### src/rtl/mem_port_arbiter.sv
// mem_port_arbiter: shares one single-port synchronous BRAM between two requesters.
// Port A has fixed priority. A saturating starvation counter forces a port-B grant
// once B has lost STARVE_LIMIT consecutive contended cycles. Read ownership is
// tracked for one cycle so the returning BRAM data is steered to the right port.
module mem_port_arbiter #(
   parameter int ADDR_WIDTH   = 14,
   parameter int STARVE_LIMIT = 4
) (
   input  logic                  clk,
   input  logic                  rstn,
   // port A (pipeline side, high priority)
   input  logic                  a_valid,
   input  logic                  a_write,
   input  logic [3:0]            a_wmask,
   input  logic [31:0]           a_wdata,
   input  logic [ADDR_WIDTH-1:0] a_addr,
   output logic                  a_ready,
   output logic                  a_rvalid,
   output logic [31:0]           a_rdata,
   // port B (secondary master)
   input  logic                  b_valid,
   input  logic                  b_write,
   input  logic [3:0]            b_wmask,
   input  logic [31:0]           b_wdata,
   input  logic [ADDR_WIDTH-1:0] b_addr,
   output logic                  b_ready,
   output logic                  b_rvalid,
   output logic [31:0]           b_rdata,
   // BRAM side
   output logic                  mem_write,
   output logic [3:0]            mem_wmask,
   output logic [31:0]           mem_wdata,
   output logic [ADDR_WIDTH-1:0] mem_addr,
   input  logic [31:0]           mem_rdata
);

   localparam logic [3:0] LIMIT = 4'(STARVE_LIMIT);

   logic [3:0] starve_q, starve_d;
   logic       rsel_a_q, rsel_a_d;
   logic       rsel_b_q, rsel_b_d;
   logic       grant_a, grant_b;

   // Arbitration: B wins when alone or starved; grants are held off during reset
   // so nothing reaches the BRAM while rstn is low.
   always_comb begin
      grant_a = 1'b0;
      grant_b = 1'b0;
      if (rstn) begin
         if (b_valid && (!a_valid || starve_q == LIMIT)) grant_b = 1'b1;
         else if (a_valid)                                grant_a = 1'b1;
      end
   end

   assign a_ready = grant_a;
   assign b_ready = grant_b;

   // Memory mux: the winner drives the BRAM; port A is the idle default.
   always_comb begin
      mem_addr  = a_addr;
      mem_wdata = a_wdata;
      mem_wmask = a_wmask;
      mem_write = grant_a & a_write;
      if (grant_b) begin
         mem_addr  = b_addr;
         mem_wdata = b_wdata;
         mem_wmask = b_wmask;
         mem_write = b_write;
      end
   end

   // Next state: starvation count and read-return ownership for the next cycle.
   always_comb begin
      starve_d = starve_q;
      if (!b_valid || grant_b)  starve_d = 4'd0;
      else if (starve_q < LIMIT) starve_d = starve_q + 4'd1;
      rsel_a_d = grant_a & ~a_write;
      rsel_b_d = grant_b & ~b_write;
   end

   // State registers; async reset drops any pending read return.
   always_ff @(posedge clk or negedge rstn) begin
      if (!rstn) begin
         starve_q <= 4'd0;
         rsel_a_q <= 1'b0;
         rsel_b_q <= 1'b0;
      end else begin
         starve_q <= starve_d;
         rsel_a_q <= rsel_a_d;
         rsel_b_q <= rsel_b_d;
      end
   end

   // Read return: BRAM data goes only to the owning port, the other sees 0.
   assign a_rvalid = rsel_a_q;
   assign b_rvalid = rsel_b_q;
   assign a_rdata  = rsel_a_q ? mem_rdata : 32'd0;
   assign b_rdata  = rsel_b_q ? mem_rdata : 32'd0;

endmodule

### config.mk
export PLATFORM = sky130hd
export DESIGN_NAME = mem_port_arbiter
export DESIGN_NICKNAME = d
export VERILOG_FILES = /design/src/rtl/mem_port_arbiter.sv
export SDC_FILE = /design/constraint.sdc
export NUM_CORES = 1
export LEC_CHECK = 0
export ABC_AREA = 0
export CORE_MARGIN = 10
export CORE_UTILIZATION = 19
export CTS_BUF_LIST = sky130_fd_sc_hd__clkbuf_4
export CTS_CLUSTER_SIZE = 14
export DETAILED_ROUTE_END_ITERATION = 10
export PLACE_DENSITY = 0.81
export SLEW_MARGIN = 40
export SYNTH_ARGS = -nofsm -noshare
export SYNTH_HDL_FRONTEND = slang
export SYNTH_SLANG_ARGS = --single-unit
### constraint.sdc
create_clock -name clk -period 1.9 [get_ports clk]
set_clock_uncertainty 0.2 [all_clocks]
set_input_delay 0.285 -clock clk [delete_from_list [all_inputs] [get_ports clk]]
set_output_delay 0.285 -clock clk [all_outputs]
set_load 0.03 [all_outputs]
==> impl_metrics.py, run 1 <==
metrics = {
    "floorplanning": {
        "io_pins": 257,
        "coreArea_um2": 6907,
        "die_area_um2": 11020,
        "start_util": 0.1987,
        "num_rows": 30,
        "die_x_um": 105.0,
        "die_h_um": 105.0,
    },
    "global_routing": {
        "antenna_found_initial": 0,
        "grt_pass1_vias": 2522,
        "grt_max_degree": 34,
        "grt_first_pass_wirelength_um": 15070,
        "grt.overflow.total": 0,
        "grt_util_all_layers": 0.1717,
    },
    "pwr": {
        "worst_ir_drop_vdd_mv": 0.1888,
        "power_density_nw_per_um2": 305.0,
        "power_mw": 1.389,
        "leakage_nw": 2.164,
    },
    "cells_and_area": {
        "final_nets": 580,
        "fin_cells": 534,
        "fin_util": 0.6596,
        "diodes": 0,
        "drive_gt1_frac": 0.4886,
        "area_growth_pct": 231.9,
    },
    "drt": {
        "ant_nets": 0,
        "first_pass_iters": 4,
        "vias": 2271,
        "vias_per_cell": 4.253,
        "first_iter_violations": 24,
        "drcViolationCount": 0,
        "wirelength_um": 10540,
        "wire_per_inst_um": 19.74,
    },
    "sta": {
        "fin_ws_ns": -0.6135,
        "finalMaxSlewViolations": 0,
        "setup_viol_count_final": 53,
        "rsz0062_at_grt": "yes",
        "worst_slew_pin_slew_ns": 0.3764,
        "layout_min_cycle_time_ns": 2.514,
        "layout_worst_path_cycle_share": 1.323,
        "hold_violations": 0,
        "slew_headroom": 0.7490,
        "finalSetupTns_ns": -28.98,
        "max_freq_mhz": 397.9,
    },
    "logic_synthesis": {
        "yosysWarnings": 0,
        "avgSynthCellArea_um2": 8.855,
        "yosys.area.top_type": "mux2_2",
        "syn_inst": 155,
        "yosysTopAreaCellShare": 0.3774,
        "yosys.cell_types.count": 20,
        "ys_ff_latch": 6,
        "synth_area_um2": 1373,
        "synth.most_common_cell": "and2_1",
        "synth_nets": 295,
        "synthArstFlopShare": 1.000,
        "synth.area.top_cells": "mux2_2, and2_1, dfrtp_1",
        "yosys-top-cells-count": "and2_1, mux2_2, clkbuf_1, dfrtp_1, buf_6",
        "ys.flop_type": "dfrtp_1",
        "ys_seq_area_frac": 0.1094,
        "synth_edf_count": 0,
    },
    "place": {
        "post-place-cells": 513,
        "gp_routability_congestion": 0.8033,
        "pre_cts_ws_ns": -0.8016,
        "portBuffers": 256,
        "place_hpwl_um": 9058,
    },
    "clocking": {
        "root_buffer": "clkbuf_4",
        "cts_tree": "yes",
        "numCtsBuffers": 3,
        "clock_path_buffers": 2,
        "cts_hold_buffers": 0,
        "htree_levels": 1,
        "clock_latency_ns": 0.26,
        "cts_sinks": 6,
        "clkTransAtPathRegs_ns": 0.05,
    },
    "critical_path": {
        "crit_fanout": 6,
        "start_kind": "register",
        "criticalPathCategory": "register to output pin",
        "worstPathArrival_ns": 2.03,
        "endpoint_kind": "output pin",
        "cp.required_ns": 1.41,
    },
    "min_path": {
        "holdCritPathClass": "input port to asynchronous set/reset pin",
    },
    "outcome": {
        "violations": "setup timing",
        "status": "finished, violations left",
    },
    "run": {
        "maxCapViolCount": 0,
    },
}
-- worst max-delay path: stages (launching register included) --
cell and delay, ns:
dfrtp_1 0.39, inv_2 0.07, ha_4 0.14, nand3b_4 0.09, a21oi_4 0.22, buf_12 0.16, buf_12 0.11, buf_8 0.12
mux2_4 0.30, buf_6 0.14
-- kinds of logic after synthesis --
family,Yosys count,share of synthesized area
simple gates,74,0.3427
compound gates,6,0.03738
xor+xnor,1,0.006382
buf+inv,15,0.06836
mux,51,0.4175
flops,6,0.1094
fa+ha+maj,2,0.01823
-- timing repair --
action | in CTS | in global routing
setup endpoints to repair | 53 | 53
pin swaps | 0 | 2
gates resized for setup | 216 | 32
setup buffers | 16 | 3
gates cloned | 3 | 0
-- path summary, 6_finish.rpt --
check	to	from	slack, ns	cells after the start
min	starve_q[3]$_DFFE_PN0P_	rstn	0.15	2
max reg2reg	b_rvalid$_DFF_PN0_	starve_q[0]$_DFFE_PN0P_	0.22	8
min in group clk	b_rvalid$_DFF_PN0_	b_write	0.42	2
max in group asynchronous	starve_q[1]$_DFFE_PN0P_	rstn	1.24	2
max	mem_wmask[2]	starve_q[0]$_DFFE_PN0P_	-0.61	9
min reg2reg	starve_q[3]$_DFFE_PN0P_	starve_q[3]$_DFFE_PN0P_	0.48	3
-- through the flow --
step,hold WS (ns),instance area (um2)
after floorplan,-0.2106,1570
after global placement,0.4120,4133
after detailed placement,0.4112,4133
after CTS,0.1322,4531
after global routing,0.1789,4556
final,0.1530,4556
-- cell type report --
class                      count  area [um2]
clock buffer                   3       22.52
fill                         560        2351
inverter                       4       15.01
multi-input combinational    134        1356
sequential                     6       150.1
tap                           96       120.1
timing repair buffer         291        2892
-- power breakdown --
group,total (mW),leakage [nW],internal (mW),switching (mW)
Clock,0.132,0.0138,0.0723,0.0592
Sequential,0.141,0.0811,0.134,0.00616
Combinational,1.12,2.07,0.652,0.465
-- routing by layer --
metal,track usage,part of all wire,vias up
li1,-,-,1086
met1,0.1474,0.31,1012
met2,0.3381,0.55,165
met3,0.08845,0.13,8
met4,0.04314,0.014,0
met5,0,0,-
-- placed cells by master (no fill, tap or decap), drive strengths merged --
cell	n
mux2	50
a21oi	3
clkdlybuf4s50	137
buf	154
dfrtp	6
mux2i	1
inv	4
nor2b	2
clkbuf	3
nor2	1
ha	2
a21boi	1
nand2	3
a41oi	1
nor3b	3
nand3b	1
and2	64
a22o	1
xnor2	1
-- sequential cells by signal (all words and copies together) (netlist names) --
signal    flops
a_rvalid      1
starve_q      4
b_rvalid      1
No activity file was read; power rests on OpenSTA's default activity.
==> inputs of run 2 (changes only) <==
--- a/config.mk
+++ b/config.mk
@@ -11,7 +11,9 @@
 export CTS_BUF_LIST = sky130_fd_sc_hd__clkbuf_4
 export CTS_CLUSTER_SIZE = 14
 export DETAILED_ROUTE_END_ITERATION = 10
+export MAX_ROUTING_LAYER = met4
 export PLACE_DENSITY = 0.81
+export SKIP_CTS_REPAIR_TIMING = 1
 export SLEW_MARGIN = 40
 export SYNTH_ARGS = -nofsm -noshare
 export SYNTH_HDL_FRONTEND = slang
==> run 2 against run 1 <==
  * The flow still finishes with violations (setup timing)
  * Critical path depth unchanged
  * Cell count up 0.56%
  * Non-clock buffer count increased by 3
  * First-iteration DRC count grew 100%
  * Design area increased by 0.63%
  * Sequential power about the same
  * Register-to-register slack better by 0.04 ns
  * Worst setup slack improved by 0.036 ns
  * Combinational power hardly changed
  * Core utilization rose by 0.42 points
  * Sequential share of layout area is essentially flat
  * Sequential cell count is the same
  * Critical path type unchanged
  * Critical endpoint is now mem_wdata[21]
  * Largest cell class unchanged
==> impl_metrics.py, run 2 (synthesized netlist as in run 1, its figures left out) <==
metrics = {
    "outcome": {
        "status": "finished, violations left",
        "violations": "setup timing",
    },
    "cells_and_area": {
        "area_growth_pct": 234.0,
        "regMostFlops": "starve_q",
        "layout_common_cells": "clkdlybuf4s50_1, buf_4, and2_1",
        "fin_util": 0.6638,
        "layout_commonest_cell": "clkdlybuf4s50_1",
        "largest_reg_flops": 4,
        "fillerInstances": 555,
        "multiInputGateArea_um2": 1338,
        "seq_area_um2": 150.1,
        "final_nets": 583,
        "drive_gt1_frac": 0.4921,
        "diodes": 0,
    },
    "critical_path": {
        "critPathTopFamily": "buffers and inverters",
        "worstPathArrival_ns": 1.99,
        "cp.required_ns": 1.41,
        "crit_fanout": 6,
        "cp_cell_sequence": "inv_2 > ha_4 > nand3b_4 > a21oi_4 > buf_12 > clkbuf_16 > buf_8 > mux2_4 > buf_6",
        "criticalPathCategory": "register to output pin",
        "r2r-end": "starve_q[0]$_DFFE_PN0P_",
        "crit_end": "mem_wdata[21]",
        "path_depth": 9,
        "crit_path_max_incr_delay_ns": 0.39,
        "worstReg2RegStart": "starve_q[0]$_DFFE_PN0P_",
        "slowest_stage": "dfrtp_1",
        "critical_path_buf_inv_count": 5,
        "endpoint_kind": "output pin",
        "r2r_cells": 8,
        "startpoint": "starve_q[0]$_DFFE_PN0P_",
        "start_kind": "register",
        "r2r_setup_slack_ns": 0.26,
    },
    "floorplanning": {
        "start_util": 0.1987,
        "die_h_um": 105.0,
        "io_pins": 257,
        "coreArea_um2": 6907,
        "die_x_um": 105.0,
        "die_area_um2": 11020,
        "num_rows": 30,
    },
    "clocking": {
        "root_buffer": "clkbuf_4",
        "htree_levels": 1,
        "clkTransAtPathRegs_ns": 0.05,
        "clock_path_buffers": 2,
        "cts_sinks": 6,
        "numCtsBuffers": 3,
        "cts_tree": "yes",
        "clock_latency_ns": 0.25,
    },
    "global_routing": {
        "grt.overflow.total": 0,
        "grt_first_pass_wirelength_um": 14030,
        "antenna_found_initial": 0,
        "grt_pass1_vias": 2423,
        "grt_util_all_layers": 0.1647,
        "grt_max_degree": 34,
    },
    "sta": {
        "setup_viol_count_final": 53,
        "finalMaxSlewViolations": 0,
        "rsz0062_at_grt": "yes",
        "max_freq_mhz": 403.6,
        "hold_ws_ns": 0.1526,
        "layout_worst_path_cycle_share": 1.304,
        "hold_violations": 0,
        "worst_slew_pin_slew_ns": 0.3659,
        "fin_ws_ns": -0.5775,
        "layout_min_cycle_time_ns": 2.478,
        "slew_headroom": 0.7561,
    },
    "drt": {
        "wire_per_inst_um": 19.28,
        "first_iter_violations": 49,
        "vias": 2279,
        "drcViolationCount": 0,
        "wirelength_um": 10350,
        "vias_per_cell": 4.244,
        "first_pass_iters": 4,
        "ant_nets": 0,
    },
    "pwr": {
        "power_density_nw_per_um2": 302.2,
        "leakage_nw": 2.188,
        "worst_ir_drop_vdd_mv": 0.1964,
    },
    "place": {
        "portBuffers": 256,
        "gp_routability_congestion": 0.8149,
        "place_hpwl_um": 9058,
    },
    "run": {
        "maxCapViolCount": 0,
    },
    "min_path": {
        "holdCritPathClass": "input port to asynchronous set/reset pin",
    },
}
==> run 2: changes by cell type in the layout (fill, tap and decap cells not counted), sizes merged <==
cell,before,now
clkbuf,3,6
==> run 2: area by class of cell <==
cell class	count	area share
clock buffers	3	0.004913
flip-flops and latches	6	0.03275
inverters	4	0.003275
multi-input cells	134	0.2918
repair buffers	294	0.6411
well taps	96	0.02620
==> run 2: how the worst min path moves through the flow <==
stage | start | end | slack [ns]
CTS | rstn | starve_q[2]$_DFFE_PN0P_ | 0.13
detailed placement | rstn | starve_q[3]$_DFFE_PN0P_ | 0.41
global placement | rstn | a_rvalid$_DFF_PN0_ | 0.41
finish | rstn | starve_q[2]$_DFFE_PN0P_ | 0.15
floorplan | rstn | a_rvalid$_DFF_PN0_ | -0.21
global route | rstn | starve_q[0]$_DFFE_PN0P_ | 0.18
==> run 2: report_power, final <==
| part | internal, mW | leakage [nW] | total [mW] | switching [mW] |
|---|---|---|---|---|
| registers | 0.135 | 0.0811 | 0.141 | 0.00603 |
| clock network | 0.0718 | 0.0138 | 0.123 | 0.0511 |
| logic | 0.659 | 2.09 | 1.12 | 0.462 |
==> run 2: metrics by stage <==
step           cells  TNS, ns  total power [mW]  setup WS, ns  instance area (um2)
3_3_place_gp     513   -32.08             1.146       -0.7807                 4133
5_1_grt          537   -31.78             1.449       -0.6590                 4584
4_1_cts          516   -38.81             1.288       -0.9198                 4155
2_1_floorplan    155   -6.051            0.6078       -0.1302                 1570
3_5_place_dp     513   -32.60             1.159       -0.8016                 4133
6_report         537   -27.48             1.385       -0.5775                 4584
==> run 2: per-layer routing <==
layer / vias up / GRT usage / wire [um]
li1: 1096 / - / -
met1: 1014 / 0.1527 / 3457
met2: 161 / 0.3087 / 5639
met3: 8 / 0.06327 / 1112
met4: 0 / 0.04314 / 143
met5: - / - / 0
==> run 2: worst register-to-register path: stages (launching register included) <==
cell,delay [ns]
dfrtp_1,0.39
inv_2,0.07
ha_4,0.14
nand3b_4,0.09
a21oi_4,0.17
buf_12,0.16
buf_8,0.12
buf_8,0.12
nor3b_1,0.05
